**src/rtl/snake_seg_decoder.sv**
```systemverilog
// Receive-side monitor for the two-digit seven-segment snake animation.
// Optional reverse stepping is enabled by defining SNAKE_DEC_REVERSE_EN.
module snake_seg_decoder #(
  parameter int unsigned LAP_W    = 8,
  parameter int unsigned LOCK_CNT = 2
) (
  input  logic             clk,
  input  logic             reset,
  input  logic             a1,
  input  logic             a2,
  input  logic             b1,
  input  logic             b2,
  input  logic             c1,
  input  logic             c2,
  input  logic             d1,
  input  logic             d2,
  input  logic             e1,
  input  logic             e2,
  input  logic             f1,
  input  logic             f2,
  input  logic             g1,
  input  logic             g2,
  input  logic             err_clr,
  output logic [3:0]       pos,
  output logic             valid,
  output logic             locked,
  output logic             step,
  output logic             dir,
  output logic             err,
  output logic [LAP_W-1:0] lap_cnt
);

  typedef enum logic [1:0] {SEARCH, LOCKING, LOCKED} state_t;

  state_t           state, state_nxt;
  logic [13:0]      seg_q, seg_prev;
  logic [3:0]       idx, cnt, cnt_nxt, cnt_inc, pos_nxt, next_pos;
  logic             legal, change, is_fwd;
  logic             valid_nxt, locked_nxt, step_nxt, dir_nxt, err_nxt, err_set;
  logic [LAP_W-1:0] lap_nxt;

  always_ff @(posedge clk or negedge reset) begin
    if (!reset) begin
      seg_q    <= '0;
      seg_prev <= '0;
    end else begin
      seg_q    <= {a1, a2, b1, b2, c1, c2, d1, d2, e1, e2, f1, f2, g1, g2};
      seg_prev <= seg_q;
    end
  end

  always_comb begin
    legal = 1'b1;
    idx   = '0;
    case (seg_q)
      14'h3400: idx = 4'd0;
      14'h1401: idx = 4'd1;
      14'h0403: idx = 4'd2;
      14'h0023: idx = 4'd3;
      14'h00A2: idx = 4'd4;
      14'h00E0: idx = 4'd5;
      14'h01C0: idx = 4'd6;
      14'h0141: idx = 4'd7;
      14'h0103: idx = 4'd8;
      14'h000B: idx = 4'd9;
      14'h200A: idx = 4'd10;
      14'h3008: idx = 4'd11;
      default:  legal = 1'b0;
    endcase
  end

  assign change   = (seg_q != seg_prev);
  assign next_pos = (pos == 4'd11) ? 4'd0 : pos + 4'd1;
  assign is_fwd   = legal && (idx == next_pos);
  assign cnt_inc  = cnt + 4'd1;

`ifdef SNAKE_DEC_REVERSE_EN
  logic [3:0] prev_pos;
  logic       is_rev;
  assign prev_pos = (pos == 4'd0) ? 4'd11 : pos - 4'd1;
  assign is_rev   = legal && (idx == prev_pos);
`endif

  always_comb begin
    state_nxt  = state;
    pos_nxt    = pos;
    valid_nxt  = valid;
    locked_nxt = locked;
    step_nxt   = 1'b0;
    dir_nxt    = dir;
    lap_nxt    = lap_cnt;
    cnt_nxt    = cnt;
    err_set    = 1'b0;
    if (change) begin
      case (state)
        SEARCH: begin
          if (legal) begin
            pos_nxt   = idx;
            valid_nxt = 1'b1;
            cnt_nxt   = '0;
            state_nxt = LOCKING;
          end else begin
            valid_nxt = 1'b0;
          end
        end
        LOCKING: begin
          if (!legal) begin
            valid_nxt = 1'b0;
            state_nxt = SEARCH;
          end else if (is_fwd) begin
            pos_nxt = next_pos;
            cnt_nxt = cnt_inc;
            if (cnt_inc == 4'(LOCK_CNT)) begin
              locked_nxt = 1'b1;
              state_nxt  = LOCKED;
            end
          end else begin
            pos_nxt = idx;
            cnt_nxt = '0;
          end
        end
        LOCKED: begin
          if (!legal) begin
            err_set    = 1'b1;
            locked_nxt = 1'b0;
            valid_nxt  = 1'b0;
            state_nxt  = SEARCH;
          end else if (is_fwd) begin
            pos_nxt  = next_pos;
            step_nxt = 1'b1;
            dir_nxt  = 1'b0;
            if (pos == 4'd11) lap_nxt = lap_cnt + LAP_W'(1);
`ifdef SNAKE_DEC_REVERSE_EN
          end else if (is_rev) begin
            pos_nxt  = prev_pos;
            step_nxt = 1'b1;
            dir_nxt  = 1'b1;
            if (pos == 4'd0) lap_nxt = lap_cnt - LAP_W'(1);
`endif
          end else begin
            err_set    = 1'b1;
            locked_nxt = 1'b0;
            pos_nxt    = idx;
            cnt_nxt    = '0;
            state_nxt  = LOCKING;
          end
        end
        default: state_nxt = SEARCH;
      endcase
    end
  end

  // A new error wins over a same-cycle clear request.
  assign err_nxt = err_set | (err & ~err_clr);

  always_ff @(posedge clk or negedge reset) begin
    if (!reset) begin
      state   <= SEARCH;
      pos     <= '0;
      valid   <= 1'b0;
      locked  <= 1'b0;
      step    <= 1'b0;
      dir     <= 1'b0;
      err     <= 1'b0;
      lap_cnt <= '0;
      cnt     <= '0;
    end else begin
      state   <= state_nxt;
      pos     <= pos_nxt;
      valid   <= valid_nxt;
      locked  <= locked_nxt;
      step    <= step_nxt;
      dir     <= dir_nxt;
      err     <= err_nxt;
      lap_cnt <= lap_nxt;
      cnt     <= cnt_nxt;
    end
  end

endmodule

```
**config.mk**
```make
export PLATFORM = sky130hd
export DESIGN_NAME = snake_seg_decoder
export DESIGN_NICKNAME = d
export VERILOG_FILES = /design/src/rtl/snake_seg_decoder.sv
export SDC_FILE = /design/constraint.sdc
export NUM_CORES = 1
export LEC_CHECK = 0
export CORE_UTILIZATION = 60
export DETAILED_ROUTE_END_ITERATION = 12
export GPL_TIMING_DRIVEN = 0
export MAX_ROUTING_LAYER = met4
export PLACE_DENSITY = 0.85
export SLEW_MARGIN = 20
export SYNTH_ARGS = -nofsm -noshare
export SYNTH_HDL_FRONTEND = slang
export SYNTH_SLANG_ARGS = --single-unit
```
**constraint.sdc**
```tcl
create_clock -name clk -period 4.6 [get_ports clk]
set_clock_uncertainty 0.2 [all_clocks]
set_input_delay 0.92 -clock clk [delete_from_list [all_inputs] [get_ports clk]]
set_output_delay 0.92 -clock clk [all_outputs]
set_load 0.02 [all_outputs]
```
==> impl_metrics.json <==
{
  "status": "complete, no violations",
  "start_util_pct": 63.3,
  "io_buffers": 32,
  "drt_drc_violations_left": 0,
  "ir_drop_mv": 0.212,
  "timing.final.hold_violations": 0,
  "hold_path_class": "reg -> reg",
  "vias": 2177,
  "cts_hold_buf": 0,
  "synth.net_count": 292,
  "slew_headroom_pct": 37.2,
  "antenna_left": 0,
  "synthCells": 267,
  "final_util_pct": 74.6,
  "final.min_clock_period_ns": 3.17,
  "fp.dieW_um": 70.3,
  "num-nets-final": 332,
  "cts_made_buffers": 5,
  "wl_per_cell_um": 15.2,
  "grt_max_degree": 36,
  "seq_area_frac_synth_pct": 44.8,
  "postCtsSetupBuffers": 0,
  "path_clk_slew_ns": 0.10,
  "ctsResizeCount": 0,
  "setup_viol": 0,
  "cp.arrival_ns": 3.21,
  "die_h_um": 70.3,
  "fin_tns_setup_ns": 0,
  "r2r_start": "seg_q[5]",
  "cp_max_fo": 9,
  "crit_start": "seg_q[5]",
  "rsz0062_at_grt": "no",
  "grt_pass1_vias": 2090,
  "clock_path_buffers": 2,
  "powerDensity_mw_per_mm2": 275,
  "cp.required_ns": 4.64,
  "crit_type": "reg -> reg",
  "cp-end-kind": "register",
  "htree_levels": 2,
  "async_flop_share_pct": 100,
  "syn_area_mm2": 0.00280,
  "avgViaCountPerCell": 6.05,
  "maxCapViolations": 0,
  "rows": 24,
  "worstMarginPinSlew_ns": 0.933,
  "drt-total-wl_um": 5470,
  "place_congestion": 0.955,
  "dp_hpwl_um": 4010,
  "crit_path_start_kind": "register",
  "yosys_warnings": 0,
  "first_pass_iters": 4,
  "clock-sinks": 50,
  "globalRouteOverflowTotal": 0,
  "synth_edf_count": 0,
  "drive_above_1_share_pct": 12.3,
  "r2r-end": "locked",
  "die-area_mm2": 0.00494,
  "syn_to_final_growth_pct": 17.8,
  "cts_tree": "built",
  "hp-start": "seg_q[7]",
  "r2r_slack_ns": 1.43,
  "final_common_cell": "dfrtp_1",
  "grt_first_pass_wirelength_um": 9360,
  "antenna_cells": 0,
  "io_pins": 34,
  "synthDistinctLibCells": 62,
  "clk_latency_ns": 0.31,
  "p_leak_nw": 1.36,
  "slew_violations": 0,
  "syn-mean-instance-area_um2": 10.5,
  "cp-endpoint": "locked",
  "clockRootBuffer": "clkbuf_8",
  "layout_common_cells": "dfrtp_1, clkdlybuf4s50_1, xnor2_1, nand2_1, nor2_1",
  "fillerInstances": 340,
  "coreArea_mm2": 0.00441,
  "fin_crit_sh_pct": 69.0,
  "antenna_found_initial": 0,
  "max_freq_mhz": 315,
  "drtIter0Drc": 178,
  "synthFlopType": "dfrtp_1",
  "ys_ff_latch": 50,
  "grt.total_usage_pct": 24.9,
  "reg2regPathDepth": 9
}
-- area by class of cell --
cell class,count,area [um2],share of cell area [%]
buffer,12,68.8,2.09
clock buffer,5,68.8,2.09
inverter,10,37.5,1.14
clock inverter,3,28.8,0.874
timing repair buffer,33,335,10.2
multi-input combinational,195,1440,43.7
tap,52,65.1,1.98
sequential,50,1250,38.0
-- layer usage --
layer	global-route usage, %	up-vias	routed length [um]
met5	-	-	0
met2	38.8	63	2600
met3	4.33	6	288
li1	-	1047	-
met4	7.33	0	61
met1	33.4	1061	2530
-- state kept, by name (all words and copies together) (netlist names) --
register,cells
state,2
seg_q,14
lap_cnt,8
locked,1
pos,4
err,1
seg_prev,14
step,1
valid,1
cnt,4
-- cells by family after synthesis --
logic type                 after synthesis  synth area share, %
adders and majority gates                8                 3.58
buffers and inverters                   22                 3.80
AOI/OAI and AO/OA                       48                 12.9
other                                    1                0.134
muxes                                    2                0.806
xor gates and xnor gates                31                 10.3
DFF                                     50                 44.8
and+or+nand+nor                        105                 23.8
-- synthesized netlist by cell type, types with 2 or more instances --
cell type,n,share of area [%]
buf_4,4,1.1
nand3_1,7,1.3
nand4b_1,2,0.63
a21oi_1,10,1.8
nor2_1,15,2.0
and3_1,4,0.90
nor2b_1,2,0.45
a31oi_1,2,0.45
nor4b_1,2,0.63
and4bb_1,2,0.90
nor4_2,2,0.90
inv_1,10,1.3
nor4_4,2,1.5
nor4_1,7,1.6
nor4bb_1,3,1.1
nand2_1,18,2.4
buf_2,7,1.3
xnor2_1,22,6.9
ha_1,8,3.6
o21ai_0,10,1.8
a211o_1,2,0.63
nand2b_1,4,0.90
a21o_1,6,1.6
dfrtp_1,50,45
xor2_1,7,2.2
nor3_1,9,1.6
nand4_1,13,2.9
or4_1,3,0.81
-- worst min path at each step --
stage	to	slack, ns	cells after the start
final	seg_prev[7]	0.18	0
after global routing	seg_prev[7]	0.19	0
after CTS	seg_prev[7]	0.18	0
after detailed placement	seg_prev[7]	0.16	0
after global placement	seg_prev[1]	0.15	0
after floorplan	seg_prev[1]	0.15	0
-- through the flow --
step	setup WS (ns)	total power [mW]	hold slack, ns	instances	area, um2
2_1_floorplan	1.88	0.590	0.149	267	2800
3_3_place_gp	1.05	0.637	0.152	351	3180
3_5_place_dp	1.52	0.641	0.155	352	3200
4_1_cts	1.49	0.912	0.178	360	3290
5_1_grt	1.14	0.954	0.190	360	3290
6_report	1.43	0.906	0.179	360	3290
-- power by group --
group / internal [mW] / switching [mW] / leakage (nW)
Sequential: 0.456 / 0.0175 / 0.632
Combinational: 0.0678 / 0.0929 / 0.681
Clock: 0.113 / 0.159 / 0.0502
Total: 0.637 / 0.269 / 1.36
-- critical path, stage by stage, from the launching register on --
cell	delay, ns
dfrtp_1	0.49
nor4_1	0.55
nand3_1	0.20
o32ai_1	0.35
or4_1	0.18
buf_2	0.19
inv_1	0.09
nor3_1	0.54
a21oi_1	0.14
o21ai_0	0.18
Power figures use the tool's default switching activity.
==> edit, RTL diff (same flow settings) <==
The 3 states of `state_t` get a one-hot encoding in 3 bits.
--- a/src/rtl/snake_seg_decoder.sv
+++ b/src/rtl/snake_seg_decoder.sv
@@ -30,7 +30,7 @@
   output logic [LAP_W-1:0] lap_cnt
 );
 
-  typedef enum logic [1:0] {SEARCH, LOCKING, LOCKED} state_t;
+  typedef enum logic [2:0] {SEARCH = 3'b001, LOCKING = 3'b010, LOCKED = 3'b100} state_t;
 
   state_t           state, state_nxt;
   logic [13:0]      seg_q, seg_prev;
Behaviour: no difference found for any inputs over 10 cycles, from zero or initial values and one cycle with reset low; not proved beyond that.
==> edit against the original RTL <==
Sequential cell count up 1. Clock power up 32%. Worst setup slack worse by 450 ps. Via count up 7.0%. Routed wire length up 9.9%. Synthesized cell count up 4.5%. Sequential share of layout area up 0.90 points. Total power up 0.79%. Design area down 0.27%. Synthesized area down 1.6%.
==> edit: results <==
{
  "post_cts_buffers": 0,
  "p_leak_uw": 0.001345,
  "syn_to_final_growth_pct": 19.37,
  "status": "complete, no violations",
  "drtIter0Drc": 194,
  "synth_nets": 300,
  "tightest_slew_ps": 824.5,
  "synth.area.top_cells": "dfrtp_1, xnor2_1, nor4_1",
  "dp_slack_ps": 1132,
  "yosys.area_share.adder_pct": 1.819,
  "grt_max_degree": 29,
  "syn_avg_cell_area_um2": 9.862,
  "synthTopCellsByCount": "dfrtp_1, xnor2_1, nand2_1",
  "synth.distinct_cells": 57,
  "muxShareOfSynthArea_pct": 0.7731,
  "post_cts_resize_count": 0,
  "pwr-share-seq_pct": 51.7,
  "synth-seq-area-share_pct": 46.43,
  "n_fill_cell": 298,
  "p_int_uw": 716.6,
  "track_usage_pct": 26.73,
  "dp_cells": 364,
  "p_clk_share_pct": 39.3,
  "synth_xor_area_share_pct": 9.550,
  "wl_um": 6017,
  "grt_pass1_vias": 2148,
  "gp_congestion": 0.8772,
  "crit_arrival_ps": 3600,
  "antenna_found_initial": 0,
  "drt-pass1-iter-count": 5,
  "via_per_inst": 6.261,
  "nets": 340,
  "fin_ws_ps": 980.7,
  "drive_gt1_share_pct": 9.063,
  "synth_compound_gate_area_share_pct": 9.914,
  "dp_hpwl_um": 4282,
  "dpl_cell_area_um2": 3152,
  "die_area_um2": 4860,
  "p_sw_uw": 196.9,
  "critPathMaxFanout": 10,
  "wire_per_inst_um": 16.17
}
==> edit: cell count changes after synthesis, sizes merged, moves of 4 or more <==
cell / unedited run / this run
a21oi: 11 / 5
clkbuf: 1 / 8
a21o: 6 / 2
nor2b: 2 / 7
nor3: 9 / 14
ha: 8 / 4
buf: 11 / 7
nand3: 7 / 12
==> edit: final cells by class <==
type,instances,share of cell area [%]
Sequential cell,51,38.90
Clock buffer,6,2.210
Clock inverter,2,1.829
Tap cell,52,1.981
Buffer,15,2.057
Multi-Input combinational cell,202,41.56
Timing Repair Buffer,33,10.21
Inverter,11,1.257
==> edit: worst max-delay path, cell delays in order (launching register included) <==
cell      delay, ps
dfrtp_1         350
clkbuf_1        360
nor4b_1         420
nand4_1         250
o32ai_1         360
or4_1           190
clkbuf_1        290
inv_1           140
nor3_1          340
buf_2           290
nand3_1         130
xnor2_1         180
==> edit: path summary, 6_finish.rpt <==
path	start	endpoint	slack [ps]	cells past startpoint
setup / recovery	seg_q[8]$_DFF_PN0_	lap_cnt[2]$_DFFE_PN0P_	980	11
hold / removal	seg_q[3]$_DFF_PN0_	seg_prev[3]$_DFF_PN0_	170	0
setup reg to reg	seg_q[8]$_DFF_PN0_	lap_cnt[2]$_DFFE_PN0P_	980	11
hold reg to reg	seg_q[3]$_DFF_PN0_	seg_prev[3]$_DFF_PN0_	170	0
max in group asynchronous	reset	state[0]$_DFFE_PN1P_	3190	2
min in group asynchronous	reset	seg_q[3]$_DFF_PN0_	400	1
==> edit: metal layers <==
metal  GRT usage [%]  routed length [µm]  share of wire (%)
met3           3.198                 274                4.6
met1           36.00                2665                 44
met2           42.29                2937                 49
met5               -                   0                  0
met4           9.333                 140                2.3
